$ cat config.mk
export PLATFORM = sky130hd
export DESIGN_NAME = ps2_input
export DESIGN_NICKNAME = d
export VERILOG_FILES = /design/src/rtl/ps2_input.sv
export SDC_FILE = /design/constraint.sdc
export NUM_CORES = 1
export LEC_CHECK = 0
export CORE_MARGIN = 5
export CORE_UTILIZATION = 35
export DETAILED_ROUTE_END_ITERATION = 10
export MAX_ROUTING_LAYER = met4
export PLACE_DENSITY = 0.48
export SYNTH_ARGS = -nofsm -noshare
export SYNTH_HDL_FRONTEND = slang
export SYNTH_SLANG_ARGS = --single-unit
$ cat constraint.sdc
create_clock -name clk -period 2 [get_ports clk]
set_input_delay 0.4 -clock clk [delete_from_list [all_inputs] [get_ports clk]]
set_output_delay 0.4 -clock clk [all_outputs]
set_load 0.01 [all_outputs]
$ cat src/rtl/ps2_input.sv
// PS/2 keyboard receiver that tracks which of four direction keys are held.
// It accepts WASD and the extended arrow keys, handling the E0 (extended)
// and F0 (break) prefixes.
module ps2_input #(
  parameter int TIMEOUT_CYCLES = 50000
) (
  input  logic       clk,
  input  logic       switch,
  input  logic       PS2C,
  input  logic       PS2D,
  output logic [3:0] btnstate
);

  localparam int IW = $clog2(TIMEOUT_CYCLES + 1);
  localparam logic [IW-1:0] TIMEOUT_VAL = IW'(TIMEOUT_CYCLES);

  logic          c_sync1_reg, c_sync2_reg, c_prev_reg;
  logic          d_sync1_reg, d_sync2_reg;
  logic          fall_edge;
  logic [3:0]    bit_cnt_reg;
  logic [IW-1:0] idle_cnt_reg;
  logic [9:0]    frame_reg;
  logic [9:0]    frame_next;
  logic          frame_ok;
  logic          byte_valid_reg;
  logic [7:0]    byte_reg;
  logic          brk_reg, ext_reg;
  logic [3:0]    btn_reg;
  logic          key_hit;
  logic [1:0]    key_idx;

  // Two-flop synchronizers on both PS/2 lines, plus a history flop for edge detection.
  always_ff @(posedge clk) begin
    if (switch) begin
      c_sync1_reg <= 1'b1;
      c_sync2_reg <= 1'b1;
      c_prev_reg  <= 1'b1;
      d_sync1_reg <= 1'b1;
      d_sync2_reg <= 1'b1;
    end else begin
      c_sync1_reg <= PS2C;
      c_sync2_reg <= c_sync1_reg;
      c_prev_reg  <= c_sync2_reg;
      d_sync1_reg <= PS2D;
      d_sync2_reg <= d_sync1_reg;
    end
  end

  assign fall_edge = c_prev_reg & ~c_sync2_reg;

  // Each of the first ten frame positions captures PS2D when its slot's edge arrives.
  // The stop bit is used directly from the synchronizer and is never stored.
  generate
    for (genvar gi = 0; gi < 10; gi++) begin : g_frame_bit
      assign frame_next[gi] = (fall_edge && bit_cnt_reg == 4'(gi)) ? d_sync2_reg
                                                                   : frame_reg[gi];
    end
  endgenerate

  // The frame is checked while the stop bit is being sampled.
  // It needs start = 0, stop = 1, and odd parity over the data and parity bits.
  assign frame_ok = ~frame_reg[0] & d_sync2_reg & (^frame_reg[9:1]);

  // Bit position tracking, idle timeout, and handoff of a validated byte to the decoder.
  always_ff @(posedge clk) begin
    if (switch) begin
      bit_cnt_reg    <= 4'd0;
      idle_cnt_reg   <= '0;
      frame_reg      <= '0;
      byte_valid_reg <= 1'b0;
      byte_reg       <= 8'h00;
    end else begin
      frame_reg      <= frame_next;
      byte_valid_reg <= 1'b0;
      if (fall_edge) begin
        idle_cnt_reg <= '0;
        if (bit_cnt_reg == 4'd10) begin
          bit_cnt_reg    <= 4'd0;
          byte_valid_reg <= frame_ok;
          byte_reg       <= frame_reg[8:1];
        end else begin
          bit_cnt_reg <= bit_cnt_reg + 4'd1;
        end
      end else if (idle_cnt_reg == TIMEOUT_VAL) begin
        // The keyboard went quiet mid-frame, so drop the partial frame
        // and resynchronise on the next start bit.
        if (bit_cnt_reg != 4'd0) bit_cnt_reg <= 4'd0;
      end else begin
        idle_cnt_reg <= idle_cnt_reg + 1'b1;
      end
    end
  end

  // Map a completed scan code to a key index.
  // Letter codes count only without E0; arrow codes count only with E0.
  always_comb begin
    key_hit = 1'b0;
    key_idx = 2'd0;
    if (!ext_reg) begin
      case (byte_reg)
        8'h1D: begin key_hit = 1'b1; key_idx = 2'd0; end
        8'h1B: begin key_hit = 1'b1; key_idx = 2'd1; end
        8'h1C: begin key_hit = 1'b1; key_idx = 2'd2; end
        8'h23: begin key_hit = 1'b1; key_idx = 2'd3; end
        default: ;
      endcase
    end else begin
      case (byte_reg)
        8'h75: begin key_hit = 1'b1; key_idx = 2'd0; end
        8'h72: begin key_hit = 1'b1; key_idx = 2'd1; end
        8'h6B: begin key_hit = 1'b1; key_idx = 2'd2; end
        8'h74: begin key_hit = 1'b1; key_idx = 2'd3; end
        default: ;
      endcase
    end
  end

  // Prefix tracking and held-key register update.
  always_ff @(posedge clk) begin
    if (switch) begin
      brk_reg <= 1'b0;
      ext_reg <= 1'b0;
      btn_reg <= 4'b0000;
    end else if (byte_valid_reg) begin
      if (byte_reg == 8'hF0) begin
        brk_reg <= 1'b1;
      end else if (byte_reg == 8'hE0) begin
        ext_reg <= 1'b1;
      end else begin
        brk_reg <= 1'b0;
        ext_reg <= 1'b0;
        if (key_hit) btn_reg[key_idx] <= ~brk_reg;
      end
    end
  end

  assign btnstate = btn_reg;

endmodule

==> impl_metrics.toml <==
[outcome]
status = "finished clean"

[power_and_ir_drop]
p_per_area_mw_per_mm2 = 621
p_total_uw = 1700
power_leakage_uw = 0.000983
ir_drop_v = 0.000315

[placed_design]
dp_slack_ps = 25.4
hpwlAfterDp_mm = 3.31
portBuffers = 7
place_congestion = 0.845

[clock_tree]
cts_buffers = 5
cts_hold_buf = 0
ctsHtreeMaxLevel = 2
clock_sinks = 50
ctsLongestPathBuffers = 2
clock_tree.root_cell = "clkbuf_8"
clkTransAtPathRegs_ps = 90
cts_tree = "yes"
worstSkewPairLatency_ps = 300

[layout]
num-fill-cells = 697
drive_gt1_frac = 0.134
antenna_cells = 0
final_nets = 297
largest_reg_flops = 16
final_core_util = 0.406
area_delta_synth_final_pct = 13.5

[synth]
synth_ff_type = "dfxtp_1"
async_flop_share = 0
synthSimpleGateAreaFrac = 0.289
ys_seq_area_frac = 0.414
synthAdderAreaFrac = 0.0104
synth_top_family_by_area = "simple AND/OR/NAND/NOR gates"
synth-xor-area-share = 0.0725
synthMuxAreaShare = 0.0668
synth_edf_count = 0
syn_area_per_cell_sq_um = 8.69
synth_nets = 284
ys_types = 51
synth-compound-area-share = 0.111
ys_ff_latch = 50
postSynthCellCount = 278
netlist_area_sq_mm = 0.00242
yosysWarnings = 0

[hold_path]
min_path_type = "reg -> reg"
hold_start = "c_sync1_reg"

[die]
core_sq_mm = 0.00676
die_h_microns = 93.1
start_util = 0.358
ios = 8
die_area_sq_mm = 0.00866
dieWidth_microns = 93.1
rows = 30

[timing]
skew_ps = 3.07
worst_slew_pin_slew_ps = 461
finalCritPeriodShare = 0.932
drv_slew = 0
final.setup.worst_slack_ps = 136
fmax_mhz = 537
setup_violations = 0
post-route-min-period_ps = 1860
hold_viol = 0
rsz0062_at_grt = "no"
finalSetupTns_ps = 0
slew_headroom = 0.690

[global_route]
grt_pass1_vias = 1845
track_usage = 0.125
grt-ovfl-total = 0
grt_max_degree = 29
antenna_found_initial = 0
grt_pass1_wl_mm = 8.60

[drt]
vias_per_cell = 5.03
vias = 1873
wire_per_inst_microns = 12.7
drt_first_pass_iters = 4
routed_wl_mm = 4.74
drc = 0
ant_nets = 0
drtIter0Drc = 51

[critical_path]
cp_max_fo = 6
worstPathCellList = "or4b_4 > a2111oi_4 > o22ai_2 > nor4_2 > mux2i_1"
arrival_ps = 2100
crit_buf_inv = 0
cp-startpoint = "byte_reg[0]"
critPathKind = "reg -> reg"
crit_family = "simple AND/OR/NAND/NOR gates"
end_kind = "flop"
cpMaxStageDelayCell = "or4b_4"
r2r-start = "byte_reg[0]"
max_stage_delay_ps = 510
cp-start-kind = "flop"
crit_required_ps = 2240

[flow_run]
drv_cap = 0
==> repair_timing <==
action                     CTS  global route
setup endpoints to repair    1             3
setup buffers                0             1
gates resized for setup      1             6
pin swaps                    1             5
==> placed cells by master, fill, tap and decap left out, types with 8 or more instances in the layout <==
| cell | n |
|---|---|
| inv_1 | 9 |
| dfxtp_1 | 46 |
| mux2i_1 | 15 |
| nand3_1 | 15 |
| a21oi_1 | 17 |
| buf_4 | 10 |
| nor2_1 | 34 |
| nand2b_1 | 8 |
| nand2_1 | 24 |
| xnor2_1 | 14 |
==> metrics by stage <==
stage	area (sq um)	std cells	hold WS, ps
after floorplan	2420	278	389
after global placement	2620	363	401
after detailed placement	2620	363	400
after CTS	2710	371	422
after global routing	2740	372	434
final	2740	372	418
==> worst register-to-register path, cell delays in order, from the launching register on <==
cell and delay [ps]:
dfxtp_2 390, or4b_4 510, a2111oi_4 240, o22ai_2 150
nor4_2 320, mux2i_1 200
==> cells by family after synthesis <==
kind of cell / Yosys count
compound gates: 39
mux: 16
flops: 50
xor+xnor: 20
fa+ha+maj: 2
buf+inv: 21
simple gates: 130
==> path summary, 6_finish.rpt <==
path	endpoint	slack, ps	depth (start not counted)
setup / recovery	btnstate[3]	140	5
hold / removal	c_sync2_reg	420	1
setup reg to reg	btnstate[3]	140	5
hold reg to reg	c_sync2_reg	420	1
==> cells in the mapped netlist, types with 2 or more instances <==
master	number	area [sq um]
a211oi_1	2	15.0
a21oi_1	17	85.1
and2_1	2	12.5
clkbuf_1	10	37.5
dfxtp_1	50	1000
ha_1	2	25.0
inv_1	9	33.8
mux2i_1	15	150
nand2_1	24	90.1
nand2b_1	8	50.1
nand3_1	15	75.1
nand3b_1	3	22.5
nand4_1	4	25.0
nor2_1	34	128
nor2b_1	5	31.3
nor3_1	6	30.0
nor3b_1	2	15.0
nor4_1	2	12.5
nor4bb_1	2	20.0
o21ai_0	7	35.0
or2_2	7	43.8
or3_1	4	25.0
or4_1	2	15.0
xnor2_1	14	123
xor2_1	6	52.6
==> layer usage <==
metal | up-vias | GRT usage | part of all wire
met2 | 16 | 0.191 | 0.44
met3 | 5 | 0.0265 | 0.022
li1 | 982 | - | -
met1 | 870 | 0.165 | 0.52
met4 | 0 | 0.0440 | 0.015
met5 | - | - | 0
==> layout make-up <==
| class | instances | area [sq um] | share of cell area |
|---|---|---|---|
| multi-input cells | 207 | 1350 | 0.491 |
| flip-flops and latches | 50 | 1010 | 0.367 |
| repair buffers | 18 | 165 | 0.0602 |
| well taps | 80 | 100 | 0.0365 |
| clock buffers | 7 | 86.3 | 0.0315 |
| inverters | 9 | 33.8 | 0.0123 |
| clock inverters | 1 | 5.00 | 0.00183 |
==> report_power, final <==
part           internal, uW  switching [uW]  leakage [uW]
Sequential             1010            12.0      0.000407
Combinational          31.4            38.8      0.000529
Clock                   280             335     0.0000482
Total                  1320             385      0.000983
Power figures use the tool's default switching activity.
